==> config.mk <==
export PLATFORM = sky130hd
export DESIGN_NAME = fetch_stage_flat
export DESIGN_NICKNAME = d
export VERILOG_FILES = /design/src/rtl/fetch_stage_if.sv /design/src/rtl/fetch_stage.sv /design/src/flat_wrapper.sv
export SDC_FILE = /design/constraint.sdc
export NUM_CORES = 1
export LEC_CHECK = 0
export BUFFER_PORTS_ARGS = -buffer_cell sky130_fd_sc_hd__buf_4
export CAP_MARGIN = 30
export CELL_PAD_IN_SITES_DETAIL_PLACEMENT = 1
export CELL_PAD_IN_SITES_GLOBAL_PLACEMENT = 1
export CORE_MARGIN = 5
export CORE_UTILIZATION = 40
export CTS_BUF_LIST = sky130_fd_sc_hd__clkbuf_4 sky130_fd_sc_hd__clkbuf_8
export DETAILED_ROUTE_END_ITERATION = 10
export PLACE_DENSITY_LB_ADDON = 0.1
export SYNTH_ARGS = -nofsm -noshare
export SYNTH_HDL_FRONTEND = slang
export SYNTH_SLANG_ARGS = --single-unit
==> constraint.sdc <==
create_clock -name clk -period 2.41 [get_ports clk]
set_clock_uncertainty 0.2 [all_clocks]
set_input_delay 0.241 -clock clk [delete_from_list [all_inputs] [get_ports clk]]
set_output_delay 0.241 -clock clk [all_outputs]
set_load 0.03 [all_outputs]
==> src/rtl/fetch_stage_if.sv <==
// fetch_stage_if: groups the instruction-ROM bus, the redirect/halt controls and the IF/ID
// bundle handshake of the fetch stage.
//   master : fetch stage side (drives ROM address, bundle, fetch count and state)
//   slave  : environment side (ROM data, redirect, halt, decode ready)
interface fetch_stage_if #(
  parameter int unsigned ADDR_W = 6
);
  logic [ADDR_W-1:0] inst_addr;
  logic [31:0]       inst_rdata;
  logic              jbr_taken;
  logic [31:0]       jbr_target;
  logic              halt;
  logic              fd_valid;
  logic              fd_ready;
  logic [31:0]       fd_pc;
  logic [31:0]       fd_inst;
  logic [31:0]       fetch_cnt;
  logic [1:0]        state_o;

  modport master (
    output inst_addr, fd_valid, fd_pc, fd_inst, fetch_cnt, state_o,
    input  inst_rdata, jbr_taken, jbr_target, halt, fd_ready
  );

  modport slave (
    input  inst_addr, fd_valid, fd_pc, fd_inst, fetch_cnt, state_o,
    output inst_rdata, jbr_taken, jbr_target, halt, fd_ready
  );
endinterface

==> src/rtl/fetch_stage.sv <==
// fetch_stage: instruction-fetch stage in front of an asynchronous instruction ROM.
// Holds the PC, drives the ROM word address, captures the returned word into the IF/ID
// bundle register and offers it to decode over a valid/ready handshake. Accepts redirects
// from downstream and a sticky halt request.
// Ports:
//   clk    : clock, all state updates on the rising edge
//   resetn : asynchronous active-low reset
//   bus    : fetch_stage_if.master (ROM address/data, jbr_taken/jbr_target, halt,
//            fd_valid/fd_ready/fd_pc/fd_inst bundle, fetch_cnt, state_o)
module fetch_stage #(
  parameter logic [31:0] RESET_PC = 32'h0000_0000,
  parameter int unsigned ADDR_W   = 6
) (
  input  logic           clk,
  input  logic           resetn,
  fetch_stage_if.master  bus
);

  typedef enum logic [1:0] {
    StBoot = 2'd0,
    StRun  = 2'd1,
    StHalt = 2'd2
  } state_e;

  state_e      state_q, state_d;
  logic [31:0] pc_q, pc_d;
  logic        fd_valid_q, fd_valid_d;
  logic [31:0] fd_pc_q, fd_pc_d;
  logic [31:0] fd_inst_q, fd_inst_d;
  logic [31:0] fetch_cnt_q, fetch_cnt_d;
  logic        load;

  // The bundle slot is free when empty or being consumed this cycle.
  assign load = !fd_valid_q || bus.fd_ready;

  always_comb begin
    state_d     = state_q;
    pc_d        = pc_q;
    fd_valid_d  = fd_valid_q;
    fd_pc_d     = fd_pc_q;
    fd_inst_d   = fd_inst_q;
    fetch_cnt_d = fetch_cnt_q;
    unique case (state_q)
      StBoot: state_d = StRun;
      StRun: begin
        if (bus.halt) begin
          state_d = StHalt;
          if (bus.fd_ready) fd_valid_d = 1'b0;
        end else if (bus.jbr_taken) begin
          // Squashes both the held bundle and the word fetched this cycle.
          pc_d       = bus.jbr_target & ~32'h3;
          fd_valid_d = 1'b0;
        end else if (load) begin
          fd_valid_d  = 1'b1;
          fd_pc_d     = pc_q;
          fd_inst_d   = bus.inst_rdata;
          pc_d        = pc_q + 32'd4;
          fetch_cnt_d = fetch_cnt_q + 32'd1;
        end
      end
      StHalt: begin
        if (bus.fd_ready) fd_valid_d = 1'b0;
      end
      default: state_d = StBoot;
    endcase
  end

  always_ff @(posedge clk or negedge resetn) begin
    if (!resetn) begin
      state_q     <= StBoot;
      pc_q        <= RESET_PC;
      fd_valid_q  <= 1'b0;
      fd_pc_q     <= 32'h0;
      fd_inst_q   <= 32'h0;
      fetch_cnt_q <= 32'h0;
    end else begin
      state_q     <= state_d;
      pc_q        <= pc_d;
      fd_valid_q  <= fd_valid_d;
      fd_pc_q     <= fd_pc_d;
      fd_inst_q   <= fd_inst_d;
      fetch_cnt_q <= fetch_cnt_d;
    end
  end

  // Out-of-range PCs simply truncate onto the ROM index.
  assign bus.inst_addr = pc_q[ADDR_W+1:2];
  assign bus.fd_valid  = fd_valid_q;
  assign bus.fd_pc     = fd_pc_q;
  assign bus.fd_inst   = fd_inst_q;
  assign bus.fetch_cnt = fetch_cnt_q;
  assign bus.state_o   = state_q;

endmodule

==> src/flat_wrapper.sv <==
// flat-port wrapper written by rule: the top's interface ports become plain ports
module fetch_stage_flat 
#(
  parameter logic [31:0] RESET_PC = 32'h0000_0000,
  parameter int unsigned ADDR_W   = 6
)
  (clk, resetn, bus_inst_addr, bus_fd_valid, bus_fd_pc, bus_fd_inst, bus_fetch_cnt, bus_state_o, bus_inst_rdata, bus_jbr_taken, bus_jbr_target, bus_halt, bus_fd_ready);
  fetch_stage_if #(.ADDR_W(ADDR_W)) bus_i ();
  input  logic clk;
  input  logic resetn;
  output wire logic [$bits(bus_i.inst_addr)-1:0] bus_inst_addr;
  output wire logic [$bits(bus_i.fd_valid)-1:0] bus_fd_valid;
  output wire logic [$bits(bus_i.fd_pc)-1:0] bus_fd_pc;
  output wire logic [$bits(bus_i.fd_inst)-1:0] bus_fd_inst;
  output wire logic [$bits(bus_i.fetch_cnt)-1:0] bus_fetch_cnt;
  output wire logic [$bits(bus_i.state_o)-1:0] bus_state_o;
  input wire logic [$bits(bus_i.inst_rdata)-1:0] bus_inst_rdata;
  input wire logic [$bits(bus_i.jbr_taken)-1:0] bus_jbr_taken;
  input wire logic [$bits(bus_i.jbr_target)-1:0] bus_jbr_target;
  input wire logic [$bits(bus_i.halt)-1:0] bus_halt;
  input wire logic [$bits(bus_i.fd_ready)-1:0] bus_fd_ready;
  assign bus_inst_addr = bus_i.inst_addr;
  assign bus_fd_valid = bus_i.fd_valid;
  assign bus_fd_pc = bus_i.fd_pc;
  assign bus_fd_inst = bus_i.fd_inst;
  assign bus_fetch_cnt = bus_i.fetch_cnt;
  assign bus_state_o = bus_i.state_o;
  assign bus_i.inst_rdata = bus_inst_rdata;
  assign bus_i.jbr_taken = bus_jbr_taken;
  assign bus_i.jbr_target = bus_jbr_target;
  assign bus_i.halt = bus_halt;
  assign bus_i.fd_ready = bus_fd_ready;
  fetch_stage #(.RESET_PC(RESET_PC), .ADDR_W(ADDR_W)) u_core (.clk(clk), .resetn(resetn), .bus(bus_i));
endmodule
* Yosys cells after proc, flatten, opt, wreduce, memory -nomap -nowiden
Index checks and enable logic that the tools add are counted.
** Operators by class
- Bitwise logic cells :: 3
- Add/subtract/negate cells :: 2
- Multiplexer cells :: 9
- Equality and inequality tests :: 4
- Reductions and logical operators :: 9
** Operator list (number)
- $mux 32 :: 2
- $add 32x1->32 const B :: 1
- $add 32x3->32 const B :: 1
- $pmux 2 s3 :: 1
- $mux 1 :: 4
- $ne 4x3->1 const B :: 1
- $reduce_and 2->1 :: 2
- $reduce_and 4->1 :: 1
- $reduce_bool 2->1 :: 2
- $not 1->1 :: 3
- $reduce_and 3->1 :: 1
- $eq 2x1->1 const B :: 1
- $eq 2x2->1 const B :: 1
- $logic_not 2->1 :: 1
- $mux 2 :: 1
- $ne 2x2->1 const B :: 1
- $pmux 1 s2 :: 1
- $logic_not 1->1 :: 1
- $logic_or 1x1->1 :: 1
** Word-level totals
- Register bits :: 131
- Output and inout bits :: 105
- Logic and storage cells :: 33
- Input port bits :: 69

* Longest topological paths before layout
Gate-level depths: netlist of the first run.
- Depth after elaboration :: 6
- Gate-level depth with buffers :: 9
- Gate-level depth less buffers :: 7

* Worst setup path before layout of the first run
OpenSTA, ideal clock, no wires.
- Path kind :: register -> register
- From :: reg u_core.state_q[1], in the netlist u_core.bus.state_o[1]
- To :: reg u_core.fetch_cnt_q[27], in the netlist u_core.bus.fetch_cnt[27]
- Period minus slack after synthesis :: 2.329 ns
- Library setup time :: 0.135 ns
- Path slack :: 0.081 ns
- Buffers on the path :: 1
- Cell stages (with the launch flop) :: 9
- Data arrival time :: 1.994 ns
- Required time :: 2.075 ns
- Path through :: dfrtp_1 inv_1 ha_1 nor2b_1 clkbuf_8 nand4_4 nor4_2 nand4_1 xnor2_1
** Between the ends
- Word-level cells in the longest chain between the ends :: 2
** Ends and longest elaborated chain
- from (decl) :: RTL line fetch_stage.sv:25 : state_e state_q, state_d;
- from (signal assigned) :: RTL line fetch_stage.sv:70 : state_q <= StBoot;
- from (signal assigned) :: RTL line fetch_stage.sv:77 : state_q <= state_d;
- $eq 2x1->1 :: RTL line fetch_stage.sv:43 : unique case (state_q)
- $reduce_and 4->1 (no line)
- to (signal assigned) :: RTL line fetch_stage.sv:82 : fetch_cnt_q <= fetch_cnt_d;
- to (decl) :: RTL line fetch_stage.sv:30 : logic [31:0] fetch_cnt_q, fetch_cnt_d;
Every way passes these cells.
A chain may end at the register's enable or synchronous reset.

* Worst setup path in the final report of the first run
- From :: reg u_core.pc_q[9]
- To :: reg u_core.pc_q[28]
** Between the ends
- Word-level cells in the longest chain between the ends :: 3
** Ends and longest elaborated chain
- from (decl) :: RTL line fetch_stage.sv:26 : logic [31:0] pc_q, pc_d;
- from (signal assigned) :: RTL line fetch_stage.sv:78 : pc_q <= pc_d;
- $add 32x3->32 :: RTL line fetch_stage.sv:57 : pc_d = pc_q + 32'd4;
- $mux 32 :: RTL line fetch_stage.sv:53 : end else if (load) begin
- $mux 32 :: RTL line fetch_stage.sv:49 : end else if (bus.jbr_taken) begin
Every way passes these cells. The select of a mux whose other input is x is not followed.

==> impl_metrics.tcl, run 1 <==
set metrics [dict create \
    fin_crit_ns 2.25 \
    final_common_cell "nand2_1" \
    grt_max_degree 58 \
    place.gp.congestion 0.783 \
    cts_max_level 4 \
    report.final.slew_viol_count 0 \
    hp-start "bus_jbr_target[18]" \
    ys_warn_count 0 \
    coreArea_um2 15000 \
    cts_tree "done" \
    antenna_found_initial 0 \
    post-dp-hpwl_um 13300 \
    cp-startpoint "u_core.pc_q[9]" \
    clockPowerShare_pct 19.6 \
    crit_required_ns 2.54 \
    status "finished, final reports clean" \
    wirelength_um 18900 \
    power.share.switching_pct 42.7 \
    rsz0062_at_grt "false" \
    vdd_ir_drop_max_v 0.000674 \
    final_cell_mix "nand2_1, buf_4, dfrtp_1" \
    grt_overflow 0 \
    worstSkewPairLatency_ns 0.44 \
    path_max_fanout 9 \
    drc 0 \
    leakage_uw 0.00423 \
    rr_startpoint "u_core.pc_q[9]" \
    path_clk_slew_ns 0.07 \
    synth_cell_types 58 \
    power.density_nw_per_um2 1090 \
    dp_slack_ns -0.0469 \
    fin_ws_ns 0.157 \
    synth_edf_count 0 \
    finalHoldViolCount 0 \
    hold_path.class "input port to flip-flop" \
    num_vias 5674 \
    worstSetupPathType "flip-flop to flip-flop" \
    via_per_inst 5.18 \
    first_global_vias 6137 \
    cts.path.max_buffers 2 \
    port_buffers 169 \
    placementRows 45 \
    synth_cells 658 \
    fin_nets 970 \
    start_kind "flip-flop" \
    combPwrFrac_pct 42.5 \
    syn2layout_area_growth_pct 41.8 \
    ant_nets 0 \
    seq_area_frac_synth_pct 52.6 \
    switching_power_uw 3970 \
    synth-main-ff-cell "dfrtp_1" \
    die_h_um 133 \
    ioPinCount 174 \
    cap_violations 0 \
    root_buffer "clkbuf_8" \
    async_flop_share_pct 100 \
    synth-seq-cells 127 \
    syn_area_per_cell_um2 9.18 \
    drt_iter0_drc 251 \
    fp.dieArea_um2 17700 \
    grt_usage_pct 21.9 \
    seqPwrFrac_pct 37.9 \
    fill_cells 1731 \
    fin_crit_sh_pct 93.5 \
    n_antenna_cell 0 \
    setup_tns_ns 0 \
    cts_buffers 17 \
    layout-drive-gt1-share_pct 27.0 \
    grt_pass1_wl_um 31100 \
    start_util_pct 40.2 \
    wl_per_cell_um 17.3 \
    worstPathArrival_ns 2.38 \
    worstSetupEndpointType "flip-flop" \
    regArea_um2 3180 \
    power.internal_uw 5330 \
    fmax_mhz 444 \
    setup_violations 0 \
    final_util_pct 57.0 \
    die_x_um 133 \
    multi_input_area_um2 2640 \
    post_synth_instance_area_um2 6040 \
    drtPass1Iterations 4 \
    cts_num_sinks 127 \
]
## critical path, stage by stage, from the launching register on
cell	delay [ns]
dfrtp_1	0.43
and3_4	0.24
and4_1	0.44
nand3_2	0.18
or4_1	0.51
o311a_1	0.13
## timing repair
action / 4_1_cts / 5_1_grt
resized for setup: 1 / 1
endpoints found under the hold margin: 161 / 0
hold buffers: 62 / 0
buffers inserted: 0 / 0
setup endpoints to repair: 50 / 4
## layout make-up
| cell class | count | area share, % |
|---|---|---|
| timing repair buffer | 257 | 24.5 |
| tap | 188 | 2.75 |
| sequential | 127 | 37.1 |
| inverter | 7 | 0.307 |
| multi-input combinational | 485 | 30.8 |
| clock buffer | 20 | 3.14 |
| clock inverter | 12 | 1.37 |
## power by group through the flow
stage               registers (uW)  logic (uW)  clock network [uW]
finish                        3520        3950                1820
global route                  3640        4280                1980
CTS                           3520        3980                1880
detailed placement            3550        3880                   0
global placement              3490        3750                   0
floorplan                     4480        1330                   0
## worst paths after layout
kind / to / slack (ns) / cells past startpoint
worst max-delay path: u_core.pc_q[28] / 0.16 / 5
worst min-delay path: u_core.pc_q[18] / 0.03 / 4
worst max register to register: u_core.pc_q[28] / 0.16 / 5
worst min register to register: u_core.bus.fd_pc[5] / 0.28 / 2
max in group asynchronous: u_core.pc_q[7] / 1.16 / 3
min in group asynchronous: u_core.bus.fd_pc[3] / 0.10 / 2
## state kept, by name, summed over array words and instances (netlist names)
name / cells
u_core.bus.fd_inst: 32
u_core.bus.fd_valid: 1
u_core.pc_q: 30
u_core.bus.state_o: 2
u_core.bus.fd_pc: 30
u_core.bus.fetch_cnt: 32
## layer usage
layer  track usage [%]  up-vias  wire length, um  part of all wire (%)
li1                  -     2693                -                     -
met1              27.1     2791             8180                    43
met2              37.0      151             9350                    49
met3              5.21       39              904                   4.8
met4              8.60        0              507                   2.7
met5                 0        -                0                     0
## stage by stage
stage / instances / power [uW] / instance area (um^2) / hold slack [ns]
CTS: 1096 / 9370 / 8560 / 0.00399
floorplan: 659 / 5810 / 6040 / -0.255
global placement: 1002 / 7240 / 7550 / 0.0173
global route: 1096 / 9900 / 8560 / 0.0326
detailed placement: 1002 / 7430 / 7550 / 0.0180
finish: 1096 / 9300 / 8560 / 0.0297
## cells by family after synthesis
family	share of synthesized area (%)
buffers and inverters	4.23
DFF	52.6
and+or+nand+nor	27.9
adders and majority gates	1.24
other	0.0621
xor gates and xnor gates	4.49
AOI/OAI and AO/OA	8.68
muxes	0.829
## synth_stat cells (4+ instances only)
master | n | area share (%)
a21oi_1 | 12 | 0.99
a22oi_1 | 6 | 0.75
a31oi_1 | 7 | 0.72
and3_1 | 12 | 1.2
and4_1 | 5 | 0.72
buf_4 | 8 | 0.99
clkbuf_1 | 24 | 1.5
dfrtp_1 | 127 | 53
ha_1 | 6 | 1.2
inv_1 | 7 | 0.44
mux2i_1 | 5 | 0.83
nand2_1 | 217 | 13
nand3_1 | 29 | 2.4
nand4_1 | 10 | 1.0
nor2_1 | 34 | 2.1
nor3_1 | 10 | 0.83
nor4_1 | 7 | 0.72
o21a_1 | 4 | 0.50
o21ai_0 | 33 | 2.7
o2bb2ai_1 | 4 | 0.58
or3_1 | 4 | 0.41
xnor2_1 | 22 | 3.2
xor2_1 | 9 | 1.3
(Power assumes the default switching activity.)
==> run 2, diff against run 1 <==
--- a/config.mk
+++ b/config.mk
@@ -10,7 +10,7 @@
 export CELL_PAD_IN_SITES_DETAIL_PLACEMENT = 1
 export CELL_PAD_IN_SITES_GLOBAL_PLACEMENT = 1
 export CORE_MARGIN = 5
-export CORE_UTILIZATION = 40
+export CORE_UTILIZATION = 36
 export CTS_BUF_LIST = sky130_fd_sc_hd__clkbuf_4 sky130_fd_sc_hd__clkbuf_8
 export DETAILED_ROUTE_END_ITERATION = 10
 export PLACE_DENSITY_LB_ADDON = 0.1
==> constraint.sdc (replaced) <==
create_clock -name clk -period 1.8 [get_ports clk]
set_clock_uncertainty 0.2 [all_clocks]
set_input_delay 0.18 -clock clk [delete_from_list [all_inputs] [get_ports clk]]
set_output_delay 0.18 -clock clk [all_outputs]
set_load 0.03 [all_outputs]
==> impl_metrics.tcl, run 2 (synthesis results as in run 1) <==
set metrics [dict create \
    status "complete, but fails checks" \
    violations "negative setup slack" \
    final_util_pct 61.2 \
    port_buffers 169 \
    path_max_fanout 4 \
    fin_ws_ns -0.325 \
    ant_nets 0 \
    vdd_ir_drop_max_v 0.000812 \
    drc 0 \
    r2r_slack_ns -0.32 \
    whs_ns 0.0290 \
    fp.dieArea_um2 19500 \
    grt_overflow 0 \
    cts_num_sinks 127 \
    fin_nets 1084 \
    root_buffer "clkbuf_8" \
    grt_usage_pct 22.2 \
    ioPinCount 174 \
    worstSkewPairLatency_ns 0.45 \
    fmax_mhz 471 \
    wl_per_cell_um 18.2 \
    placementRows 47 \
    power.density_nw_per_um2 1380 \
    first_global_vias 6768 \
    setup_violations 123 \
    fin_crit_ns 2.12 \
    worstSetupEndpointType "flip-flop" \
    fill_cells 1867 \
    worstSetupPathType "flip-flop to flip-flop" \
    stdcell_count 1242 \
    drt_iter0_drc 219 \
    cap_violations 0 \
    place.gp.congestion 0.861 \
    post-dp-hpwl_um 14600 \
    via_per_inst 5.04 \
    start_util_pct 36.6 \
    grt_max_degree 76 \
    grt_pass1_wl_um 35100 \
    worstPathArrival_ns 2.26 \
    setup_tns_ns -13.63 \
    cts_tree "done" \
    path_clk_slew_ns 0.07 \
    num_vias 6264 \
    cts.path.max_buffers 2 \
    final_common_cell "buf_4" \
    die_x_um 140 \
    leakage_uw 0.00505 \
    coreArea_um2 16500 \
    antenna_found_initial 0 \
    drtPass1Iterations 4 \
    wirelength_um 22600 \
    crit_required_ns 1.93 \
    finalPower_uw 14000 \
    report.final.slew_viol_count 0 \
    cts_buffers 17 \
    start_kind "flip-flop" \
    cts_max_level 4 \
    layout-drive-gt1-share_pct 40.8 \
    syn2layout_area_growth_pct 67.3 \
    final_cell_mix "buf_4, nand2_1, dfrtp_1" \
    die_h_um 140 \
    finalHoldViolCount 0 \
    rsz0062_at_grt "true" \
    dpl.cell_count 1109 \
    hold_path.class "input port to flip-flop" \
    fin_crit_sh_pct 118 \
]
## run 2: cell type report
type                    instances  area (um^2)  area share (%)
flip-flops and latches        127         3190            31.6
repair buffers                371         3180            31.4
multi-input cells             485         3010            29.8
clock buffers                  27          353            3.49
well taps                     220          275            2.72
clock inverters                 4         72.6           0.718
inverters                       7         26.3           0.260
diodes                          1         2.50          0.0248
## run 2: metal layers
layer	global-route usage, %	up-vias	part of all wire, %	routed length, um
met3	4.94	42	4.6	1030
met4	7.96	0	2.1	474
met1	26.6	3126	40	9140
met2	39.4	167	53	12000
met5	0	-	0	0
li1	-	2929	-	-
## run 2: through the flow
step	instance area, um^2	worst slack, ns
after floorplan	6250	-0.241
after global placement	8310	-0.189
after detailed placement	8310	-0.267
after CTS	9820	-0.168
after global routing	10100	-0.399
final	10100	-0.325
## run 2: path summary, 6_finish.rpt
| path | startpoint | endpoint | cells after the start |
|---|---|---|---|
| worst max-delay path | u_core.bus.state_o[1] | u_core.bus.fetch_cnt[20] | 9 |
| worst min-delay path | bus_jbr_target[30] | u_core.pc_q[30] | 4 |
| worst max register to register | u_core.bus.state_o[1] | u_core.bus.fetch_cnt[20] | 9 |
| worst min register to register | u_core.bus.fd_pc[9] | u_core.bus.fd_pc[9] | 2 |
| max in group asynchronous | resetn | u_core.bus.fetch_cnt[17] | 3 |
| min in group asynchronous | resetn | u_core.bus.fetch_cnt[20] | 3 |
## run 2: critical path: stages (launching register included)
cell and delay [ns]:
dfrtp_2 0.42, inv_2 0.08, ha_4 0.13, nor2b_4 0.19, nand4_4 0.17, buf_6 0.20
nor3_4 0.24, buf_6 0.18, nand3_2 0.07, xnor2_1 0.13
## run 2: repair_timing
| item | in CTS | in global routing |
|---|---|---|
| buffers inserted | 21 | 14 |
| cloned | 1 | 1 |
| gates resized for setup | 62 | 32 |
| setup endpoints to repair | 118 | 126 |
| endpoints found under the hold margin | 188 | 1 |
| hold buffers | 64 | 1 |
| pin swaps | 23 | 20 |
## run 2: report_power, final
part	total (uW)	internal (uW)	switching (uW)
clock	2660	1530	1130
sequential	4540	3870	671
combinational	6790	2850	3940
==> run 3, diff against run 2 <==
--- a/config.mk
+++ b/config.mk
@@ -5,12 +5,13 @@
 export SDC_FILE = /design/constraint.sdc
 export NUM_CORES = 1
 export LEC_CHECK = 0
+export ABC_AREA = 1
 export BUFFER_PORTS_ARGS = -buffer_cell sky130_fd_sc_hd__buf_4
-export CAP_MARGIN = 30
+export CAP_MARGIN = 20
 export CELL_PAD_IN_SITES_DETAIL_PLACEMENT = 1
 export CELL_PAD_IN_SITES_GLOBAL_PLACEMENT = 1
 export CORE_MARGIN = 5
-export CORE_UTILIZATION = 36
+export CORE_UTILIZATION = 35
 export CTS_BUF_LIST = sky130_fd_sc_hd__clkbuf_4 sky130_fd_sc_hd__clkbuf_8
 export DETAILED_ROUTE_END_ITERATION = 10
 export PLACE_DENSITY_LB_ADDON = 0.1
==> impl_metrics.tcl, run 3 <==
set metrics [dict create \
    status "finished, final reports clean" \
    crit_path_cell_trace "ha_2 > nand2_2 > nor2_4 > nand2_4 > buf_4 > nor3_1 > o21ai_0 > nand2_1 > inv_1" \
    fin_ws_ns 0.0283 \
    rr_startpoint "u_core.pc_q[2]" \
    crit_path_top_delay_cell "dfrtp_1" \
    crit_family "simple AND/OR/NAND/NOR gates" \
    fmax_mhz 564 \
    ioPinCount 174 \
    syn_area_per_cell_um2 7.32 \
    cp_num_buf_inv 2 \
    cts_num_sinks 127 \
    die_h_um 150 \
    worstPathArrival_ns 1.91 \
    drtPass1Iterations 5 \
    rsz0062_at_grt "true" \
    place.gp.congestion 0.840 \
    grt_pass1_wl_um 38200 \
    syn2layout_area_growth_pct 45.8 \
    clockPowerShare_pct 19.1 \
    finalHoldViolCount 0 \
    synth_cells 937 \
    seq_area_frac_synth_pct 46.3 \
    crit_required_ns 1.94 \
    root_buffer "clkbuf_8" \
    grt_usage_pct 21.5 \
    start_kind "flip-flop" \
    start_util_pct 35.4 \
    dp_slack_ns -0.0553 \
    cts_buffers 17 \
    async_flop_share_pct 100 \
    path_clk_slew_ns 0.09 \
    post_synth_instance_area_um2 6860 \
    via_per_inst 4.68 \
    power.internal_uw 7830 \
    wirelength_um 23700 \
    grt_overflow 0 \
    crit_path_max_incr_delay_ns 0.39 \
    power.share.switching_pct 44.5 \
    synth_most_common_cell "nand2_1" \
    leakage_uw 0.00500 \
    worstSkewPairLatency_ns 0.45 \
    synth-seq-cells 127 \
    finalInstanceArea_um2 10000 \
    final_util_pct 51.6 \
    synth-main-ff-cell "dfrtp_1" \
    placementRows 51 \
    synth_cell_types 36 \
    cts.path.max_buffers 2 \
    power.density_nw_per_um2 1410 \
    drc 0 \
    fin_crit_sh_pct 98.4 \
    port_buffers 169 \
    place_area_um2 8680 \
    cp-startpoint "u_core.pc_q[2]" \
    final_cell_mix "nand2_1, buf_4, dfrtp_1" \
    worstSetupEndpointType "flip-flop" \
    report.final.slew_viol_count 0 \
    antenna_found_initial 0 \
    n_antenna_cell 0 \
    fin_nets 1289 \
    cts_max_level 4 \
    first_global_vias 7485 \
    coreArea_um2 19400 \
    netlist_top_cells_count "nand2_1, dfrtp_1, nor2_1, inv_1, o21ai_0" \
    wl_per_cell_um 15.9 \
    path_max_fanout 5 \
    vdd_ir_drop_max_v 0.000793 \
    synth_edf_count 0 \
    fin_crit_ns 1.77 \
    setup_violations 0 \
    layout-drive-gt1-share_pct 27.3 \
    cts_tree "done" \
    drt_iter0_drc 217 \
    switching_power_uw 6270 \
    worstSetupPathType "flip-flop to flip-flop" \
    cap_violations 0 \
    yosysTopAreaCell "dfrtp_1" \
    yosysTopAreaCellShare_pct 46.3 \
    die_x_um 150 \
    grt_max_degree 40 \
    num_vias 6979 \
    post-dp-hpwl_um 17100 \
    hold_path.class "input port to async pin" \
    synth_area_leaders "dfrtp_1, nand2_1, nor2_1" \
    ys_warn_count 0 \
    combPwrFrac_pct 46.7 \
    seqPwrFrac_pct 34.2 \
    ant_nets 0 \
    fp.dieArea_um2 22500 \
    final_common_cell "nand2_1" \
]
==> run 3: cell count changes in the layout (fill, tap and decap cells not counted), sizes merged, moves of 11 or more <==
cell    previous run  this run
nor2              35       133
inv                7        68
and3              14         0
nand3             32        49
buf              304       227
nand2            217       396
nand3b             0        12
o21ai             33        66
xnor2             22         6
nor4              11         0
==> run 3: cells by family (layout without fill, tap and decap cells) <==
kind of cell | after synthesis | in the layout | synth area share, %
other cells | 1 | 2 | 0.0547
flops | 127 | 127 | 46.3
fa+ha+maj | 6 | 6 | 1.09
compound gates | 85 | 85 | 6.40
simple gates | 598 | 599 | 37.2
buf+inv | 103 | 391 | 6.66
xor+xnor | 17 | 17 | 2.28
==> run 3: timing repair <==
item / in CTS / in global routing
setup endpoints to repair: 10 / 65
pin swaps: 4 / 14
hold buffers: 65 / 0
buffers inserted: 4 / 8
endpoints found under the hold margin: 191 / 0
cloned: 1 / 0
resized for setup: 6 / 45
==> run 3: path summary, 6_finish.rpt <==
check	endpoint	slack (ns)	cells after the start
setup / recovery	u_core.pc_q[18]	0.03	9
hold reg to reg	u_core.bus.fd_inst[3]	0.29	2
min in group clk	u_core.bus.fd_valid	0.06	6
max in group asynchronous	u_core.pc_q[4]	0.84	3
hold / removal	u_core.bus.fetch_cnt[17]	0.01	2
setup reg to reg	u_core.pc_q[18]	0.03	9
==> run 3: final cells by class <==
cell class	instances	area [um^2]
multi-input cells	709	3380
flip-flops and latches	127	3190
clock inverters	12	161
clock buffers	20	263
inverters	67	254
repair buffers	292	2430
well taps	265	332
fillers	2484	9400
==> run 3: metrics by stage <==
stage               std cells  power (uW)  hold WS, ns  setup TNS, ns
global route             1492       15000       0.0181         -0.636
detailed placement       1383       11100      -0.0646         -0.123
finish                   1492       14100       0.0140              0
CTS                      1485       14100      0.00738              0
global placement         1383       11000      -0.0695       -0.00619
floorplan                 938        8450       -0.316              0
==> run 3: power groups by stage <==
stage	Clock (uW)	Sequential, uW	Combinational (uW)
2_1_floorplan	0	6120	2320
3_3_place_gp	0	4810	6150
3_5_place_dp	0	4840	6290
4_1_cts	2770	4800	6490
5_1_grt	2900	4980	7150
6_report	2690	4820	6590
==> run 3: metal layers <==
layer / global-route usage (%) / up-vias / share of wire (%)
li1: - / 3468 / -
met1: 25.7 / 3350 / 42
met2: 39.3 / 130 / 53
met3: 3.54 / 31 / 3.6
met4: 6.68 / 0 / 1.8
met5: 0 / - / 0
